`config.mk`:
```
export PLATFORM = sky130hd
export DESIGN_NAME = riscv_multicycle_control
export DESIGN_NICKNAME = d
export VERILOG_FILES = /design/src/rtl/riscv_multicycle_control.sv
export SDC_FILE = /design/constraint.sdc
export NUM_CORES = 1
export LEC_CHECK = 0
export ABC_CLOCK_PERIOD_IN_PS = 2700
export BUFFER_PORTS_ARGS = -buffer_cell sky130_fd_sc_hd__buf_4
export CORE_MARGIN = 2
export CORE_UTILIZATION = 50
export DETAILED_ROUTE_END_ITERATION = 8
export PLACE_DENSITY = 0.87
export SYNTH_ARGS = -nofsm -noshare
export SYNTH_HDL_FRONTEND = slang
export SYNTH_SLANG_ARGS = --single-unit
```
`constraint.sdc`:
```
create_clock -name clk -period 2.7 [get_ports clk]
set_clock_uncertainty 0.15 [all_clocks]
set_input_delay 0.135 -clock clk [delete_from_list [all_inputs] [get_ports clk]]
set_output_delay 0.135 -clock clk [all_outputs]
set_load 0.01 [all_outputs]
```
`src/rtl/riscv_multicycle_control.sv`:
```
// Multicycle RISC-V control FSM: fetch handshake, IF/ID/EX/MEM/WB sequencing, retire count.
// Moore strobes from state + instr_q; only the store completion strobe looks at dValid.
module riscv_multicycle_control #(
  parameter int          RETIRE_W  = 32,
  parameter logic [31:0] NOP_INSTR = 32'h0000_0013
) (
  input  logic                clk,
  input  logic                rst,
  output logic                iMemRead,
  input  logic                iValid,
  input  logic [31:0]         iData,
  output logic [31:0]         instr_q,
  input  logic                Zero,
  output logic                ALUSrc,
  output logic [3:0]          ALUCtrl,
  output logic                PCSrc,
  output logic                loadPC,
  output logic                RegWrite,
  output logic                MemtoReg,
  output logic                MemRead,
  output logic                MemWrite,
  input  logic                dValid,
  output logic                illegal,
  output logic [RETIRE_W-1:0] retired
);

  localparam logic [2:0] S_IF   = 3'd0;
  localparam logic [2:0] S_ID   = 3'd1;
  localparam logic [2:0] S_EX   = 3'd2;
  localparam logic [2:0] S_MEM  = 3'd3;
  localparam logic [2:0] S_WB   = 3'd4;
  localparam logic [2:0] S_HALT = 3'd5;

  logic [2:0]          state_q, state_d;
  logic                illegal_q;
  logic [RETIRE_W-1:0] retired_q;

  logic [6:0] opcode;
  logic [2:0] funct3;
  logic       f7b5;
  logic       is_r, is_i, is_ld, is_st, is_br;
  logic       f3_ok, legal, retire;
  logic [3:0] alu_f3, dec_alu;

  // Zero is observed by the datapath only; the branch mux is gated there.
  logic zero_unused;
  assign zero_unused = Zero;

  assign opcode = instr_q[6:0];
  assign funct3 = instr_q[14:12];
  assign f7b5   = instr_q[30];
  assign is_r   = (opcode == 7'b0110011);
  assign is_i   = (opcode == 7'b0010011);
  assign is_ld  = (opcode == 7'b0000011);
  assign is_st  = (opcode == 7'b0100011);
  assign is_br  = (opcode == 7'b1100011);

  always_comb begin
    alu_f3 = 4'b0010;
    f3_ok  = 1'b1;
    case (funct3)
      3'b000:  alu_f3 = (is_r && f7b5) ? 4'b0110 : 4'b0010;
      3'b001:  alu_f3 = 4'b1001;
      3'b010:  alu_f3 = 4'b0111;
      3'b100:  alu_f3 = 4'b1101;
      3'b101:  alu_f3 = f7b5 ? 4'b1010 : 4'b1000;
      3'b110:  alu_f3 = 4'b0001;
      3'b111:  alu_f3 = 4'b0000;
      default: f3_ok  = 1'b0;
    endcase
  end

  assign dec_alu = (is_r || is_i) ? alu_f3 : (is_br ? 4'b0110 : 4'b0010);
  assign legal   = ((is_r || is_i) && f3_ok) || is_ld || is_st || (is_br && funct3 == 3'b000);

  always_comb begin
    state_d = state_q;
    case (state_q)
      S_IF:    if (iValid) state_d = S_ID;
      S_ID:    state_d = legal ? S_EX : S_HALT;
      S_EX:    state_d = is_br ? S_IF : ((is_ld || is_st) ? S_MEM : S_WB);
      S_MEM:   if (dValid) state_d = is_ld ? S_WB : S_IF;
      S_WB:    state_d = S_IF;
      S_HALT:  state_d = S_HALT;
      default: state_d = S_IF;
    endcase
  end

  // A retire is exactly the cycle the PC is updated.
  assign retire = (state_q == S_EX && is_br) || (state_q == S_WB) ||
                  (state_q == S_MEM && is_st && dValid);

  always_ff @(posedge clk or posedge rst) begin
    if (rst) begin
      state_q   <= S_IF;
      instr_q   <= NOP_INSTR;
      illegal_q <= 1'b0;
      retired_q <= '0;
    end else begin
      state_q <= state_d;
      if (state_q == S_IF && iValid) instr_q <= iData;
      if (state_q == S_ID && !legal) illegal_q <= 1'b1;
      if (retire) retired_q <= retired_q + {{(RETIRE_W-1){1'b0}}, 1'b1};
    end
  end

  // Everything combinational is forced low while reset is held.
  assign iMemRead = !rst && (state_q == S_IF);
  assign ALUSrc   = !rst && (is_i || is_ld || is_st);
  assign ALUCtrl  = rst ? 4'b0000 : dec_alu;
  assign PCSrc    = !rst && (state_q == S_EX) && is_br;
  assign loadPC   = !rst && retire;
  assign RegWrite = !rst && (state_q == S_WB);
  assign MemtoReg = !rst && (state_q == S_WB) && is_ld;
  assign MemRead  = !rst && (state_q == S_MEM) && is_ld;
  assign MemWrite = !rst && (state_q == S_MEM) && is_st;
  assign illegal  = illegal_q;
  assign retired  = retired_q;

endmodule

```
# --- Word level (Yosys, flattened, before mapping) ---
# Index checks and enable logic that the tools add are counted.
classes:
  n_eq_ne: 18
  addsub: 1
  n_mux: 14
  reduce_logical: 33
op_table:
  columns: ["cell", "count"]
  rows:
  - ["adder 32 x 1 -> 32 bit, second input constant", 1]
  - ["case mux 4 bit (7 select lines)", 1]
  - ["two-way mux 3 bit", 8]
  - ["equality test 3 bit, second input constant", 6]
  - ["logical AND 1 bit", 18]
  - ["case mux 3 bit (5 select lines)", 1]
  - ["equality test 7 x 6 -> 1 bit, second input constant", 2]
  - ["equality test 3 x 2 -> 1 bit, second input constant", 3]
  - ["logical OR 1 bit", 9]
  - ["two-way mux 4 bit", 2]
  - ["equality test 7 x 2 -> 1 bit, second input constant", 1]
  - ["equality test 7 x 5 -> 1 bit, second input constant", 1]
  - ["equality test 7 bit, second input constant", 1]
  - ["OR reduction 7 bit", 1]
  - ["equality test 3 x 1 -> 1 bit, second input constant", 2]
  - ["zero test 3 bit", 2]
  - ["inequality test 2 bit, second input constant", 2]
  - ["zero test 1 bit", 2]
  - ["two-way mux 2 bit", 1]
  - ["AND reduction 2 bit", 1]
  - ["two-way mux 1 bit", 1]
totals:
  in_bits: 37
  regBits: 68
  out_inout_bits: 77
  word_cells: 70

# --- Logic depth before layout (Yosys ltp) ---
depth:
  depth_word: 9
  ltp_mapped: 8
  ltp_nobuf: 6

# --- Least setup slack after synthesis ---
# OpenSTA, ideal clock, no wires.
synth_path:
  path_type: "input -> output"
  start: "in rst"
  end: "out RegWrite"
  n_path_buf: 0
  path_slack_ns: 0.469
  t_arrival_ns: 1.946
  t_required_ns: 2.415
  cell_stages: 2
  path_cell_list: "inv_1 -> and3_1"
synth_between:
  elab_chain_cells: 2
synth_lines:
  columns: ["item", "line", "text"]
  rows:
  - ["start: declaration", "8", "input logic rst,"]
  - ["zero test 1 bit", "113", "assign RegWrite = !rst && (state_q == S_WB);"]
  - ["logical AND 1 bit", "113", null]
  - ["end: declaration", "18", "output logic RegWrite,"]
# Every way passes these cells.

# --- Worst setup path after layout ---
layout_path:
  start: "reg instr_q[0]"
  end: "out MemRead"
layout_between:
  elab_chain_cells: 2
layout_lines:
  columns: ["item", "line", "text"]
  rows:
  - ["start: declaration", "12", "output logic [31:0] instr_q,"]
  - ["start signal: assignment", "101", "if (state_q == S_IF && iValid) instr_q <= iData;"]
  - ["equality test 7 x 2 -> 1 bit", "54", "assign is_ld = (opcode == 7'b0000011);"]
  - ["logical AND 1 bit", "115", "assign MemRead = !rst && (state_q == S_MEM) && is_ld;"]
  - ["end: declaration", "20", "output logic MemRead,"]
# Every way passes these cells.

==> metrics.txt <==
outcome finished, final reports clean; first-pass GRT wire length ~14,000 um; routed wire length about 8700 um; fraction of layout cells with a size suffix above 1 0.407; total global-route track usage 0.257; TritonCTS Buffers 9; total die area roughly 0.0071 sq mm; IO Pins 114; DR vias/cell approximately 5.3; compound-gate portion of the synthesized area 0.0556; critical path type flop to output pin; final hold vios 0; Final Wtd Congestion between 0.8 and 0.9; Syn Inst Count between 200 and 300; via count approximately 2,700; Worst setup SP type flop; clock-pin slew on the worst setup and hold paths around 0.07 ns; FF+latch count, synth 68; Hold EP state_q[1]$_DFFE_PP0P_; CP Launch Point instr_q[0]$_DFFE_PP1P_; RSZ-0062 raised after global routing no; reg-to-reg slack, setup between 0.4 and 0.5 ns; GRT Residual Overflow 0; Post-layout nets about 460; area grow syn2layout 44.9%; # DRC 0; number of flops mapped to enable cells by yosys 0; Design Area, Final ~0.0046 sq mm; Antenna Nets Post-Route 0; post-synth top area cell dfrtp_1; Yosys warnings 0; Worst Path Arrival about 2.3 ns; root buffer cell clkbuf_8; largest family of logic cells by synthesized area simple AND/OR/NAND/NOR gates; Max Slew Vio Count 0; Worst EP required roughly 2.4 ns; n_diodes 0; First-pass DRT Iterations 4; TritonCTS clock tree built; share of the synthesized area in the top cell type 0.509; mux cell area share after synthesis 0.116; Worst setup EP type output pin; final number of setup-violating endpoints 0; Clock Path Buffers 2; cell row count 29; power per cell area 882 mW/mm^2; RR Endpoint retired[8]$_DFFE_PP0N_; CTS resizes 0; Skew-Pair Late Insertion Delay around 0.34 ns; LEAKAGE 2.16 nW; Worst R2R Start state_q[0]$_DFFE_PP0P_; leading post-synthesis cells by cell area dfrtp_1 51%, mux2_2 12%, xor2_1 4.7%; maximum fanout along the worst path 8; post-synthesis adder-cell area fraction 0.00391; WL/cell approximately 17 um; initial antenna violation count 0; crit share post-route 0.938; Syn Nets 315; Initial Util 0.509; hold path start dValid; Clock Sink Count slightly below 70; Max VDD drop between 0.0006 and 0.0007 V; hold crit path type input port to flop; largest net degree at the start of global routing 59; number of H-tree levels 3; top_reg_cell synth dfrtp_1; overall die height 84.0 um; max_cap viols 0; hold path depth 4; library cells used by synthesis 42; crit path time final between 2 and 3 ns; PortBufs about 110; setup TNS 0 ns; DR iter-0 viols 225; sequential fraction of the synthesis area 0.533; maximum clock frequency 395 MHz; Post-Synth Simple-Gate Area 0.180; Slew Limit Headroom 0.516; syn avg cell area about 12 sq um; Least-Margin Pin Slew 0.726 ns; number of global-route vias before repair roughly 2,900; Mapped Area around 0.0032 sq mm; Post-synth ARST share 1.00; XOR/XNOR share of the synthesized area 0.0876; die span in x 84.0 um; post-place instance area slightly above 0.004 sq mm; FF-to-FF path depth 5; Core Region 0.00628 sq mm; post-DP HPWL roughly 5400 um
==> critical path, cell delays in order (launching register included) <==
cell and delay (ns):
dfstp_2 0.55, nand4bb_1 0.22, buf_4 0.24, nor3_1 0.38
nand2_1 0.13, nor4_1 0.21, buf_4 0.18
==> through the flow <==
| step | setup WS [ns] | std cells | hold slack, ns | utilization | total power, mW |
|---|---|---|---|---|---|
| floorplan | 0.469 | 277 | 0.102 | - | 2.47 |
| finish | 0.166 | 505 | 0.0736 | 0.738 | 4.09 |
| global route | 0.0306 | 505 | 0.0985 | 0.738 | 4.31 |
| global placement | 0.570 | 457 | -0.0339 | 0.655 | 3.10 |
| detailed placement | 0.510 | 457 | -0.0273 | 0.655 | 3.18 |
| CTS | 0.233 | 505 | 0.0434 | 0.738 | 4.04 |
==> cell usage in the layout (no fill, tap or decap), types with 2 or more instances in the layout <==
master,instances
nand4_1,4
a31oi_1,2
xnor2_1,15
a211oi_1,2
inv_1,3
o21bai_1,3
clkinvlp_4,3
nor2b_1,3
nand3_1,9
dfstp_2,3
dlygate4sd3_1,33
nand3b_1,3
nor2_1,24
o21ai_0,3
and3_1,6
xor2_1,17
and4_1,3
a21o_1,2
buf_4,116
nor4_1,8
nor3_1,11
dfrtp_1,65
clkbuf_8,9
o2111ai_1,2
nand2b_1,4
mux2_2,33
nand2_1,21
==> layout make-up <==
class,count,area [sq um]
Multi-Input combinational cell,192,1430
Timing Repair Buffer,149,1200
Tap cell,77,96.3
Sequential cell,68,1710
Inverter,4,15.0
Clock buffer,9,124
Clock inverter,6,66.3
Fill cell,415,1640
==> synthesized netlist by cell type, types with 2 or more instances <==
master,n
nand3b_1,3
dfrtp_1,65
clkbuf_1,4
dfstp_2,3
a31oi_1,2
o21bai_1,3
nor3_1,11
mux2_2,33
o2111ai_1,2
nor2b_1,3
a21o_1,2
a211oi_1,2
nand2_1,21
and4_1,3
nand2b_1,4
nand3_1,9
nor2_1,24
nand4_1,4
nor4b_2,2
inv_1,4
nor4_1,8
buf_2,8
and3_1,6
xor2_1,17
xnor2_1,15
o21ai_0,3
==> logic make-up after synthesis <==
family	Yosys count
adder cells (fa/ha/maj)	1
buffers and inverters	17
XOR/XNOR	32
multiplexers	33
AND/OR/NAND/NOR	103
flip-flops	68
AO/OA/AOI/OAI	23
==> sequential cells by signal, summed over array words and instances (netlist names) <==
name	count
retired	32
illegal	1
instr_q	32
state_q	3
==> timing repair <==
action | in CTS | in global routing
setup buffers | 0 | 0
hold buffers | 33 | 0
hold endpoints to repair | 42 | 0
==> metal layers <==
| metal | share of wire | wire length (um) | GRT usage | vias up |
|---|---|---|---|---|
| met5 | 0 | 0 | 0 | - |
| met4 | 0.024 | 209 | 0.103 | 0 |
| met3 | 0.044 | 386 | 0.0643 | 18 |
| met2 | 0.52 | 4510 | 0.434 | 104 |
| met1 | 0.41 | 3610 | 0.315 | 1305 |
| li1 | - | - | - | 1272 |
==> power breakdown <==
part	internal, mW	switching [mW]
logic	0.853	0.688
registers	1.35	0.373
clock network	0.421	0.406
total	2.62	1.47
==> worst max path at each step <==
stage,to,slack (ns),cells after the start
3_3_place_gp,retired[8]$_DFFE_PP0N_,0.57,5
5_1_grt,MemRead,0.03,6
2_1_floorplan,RegWrite,0.47,2
3_5_place_dp,retired[8]$_DFFE_PP0N_,0.51,5
4_1_cts,MemRead,0.23,6
6_report,MemRead,0.17,6
Power figures use the tool's default switching activity.
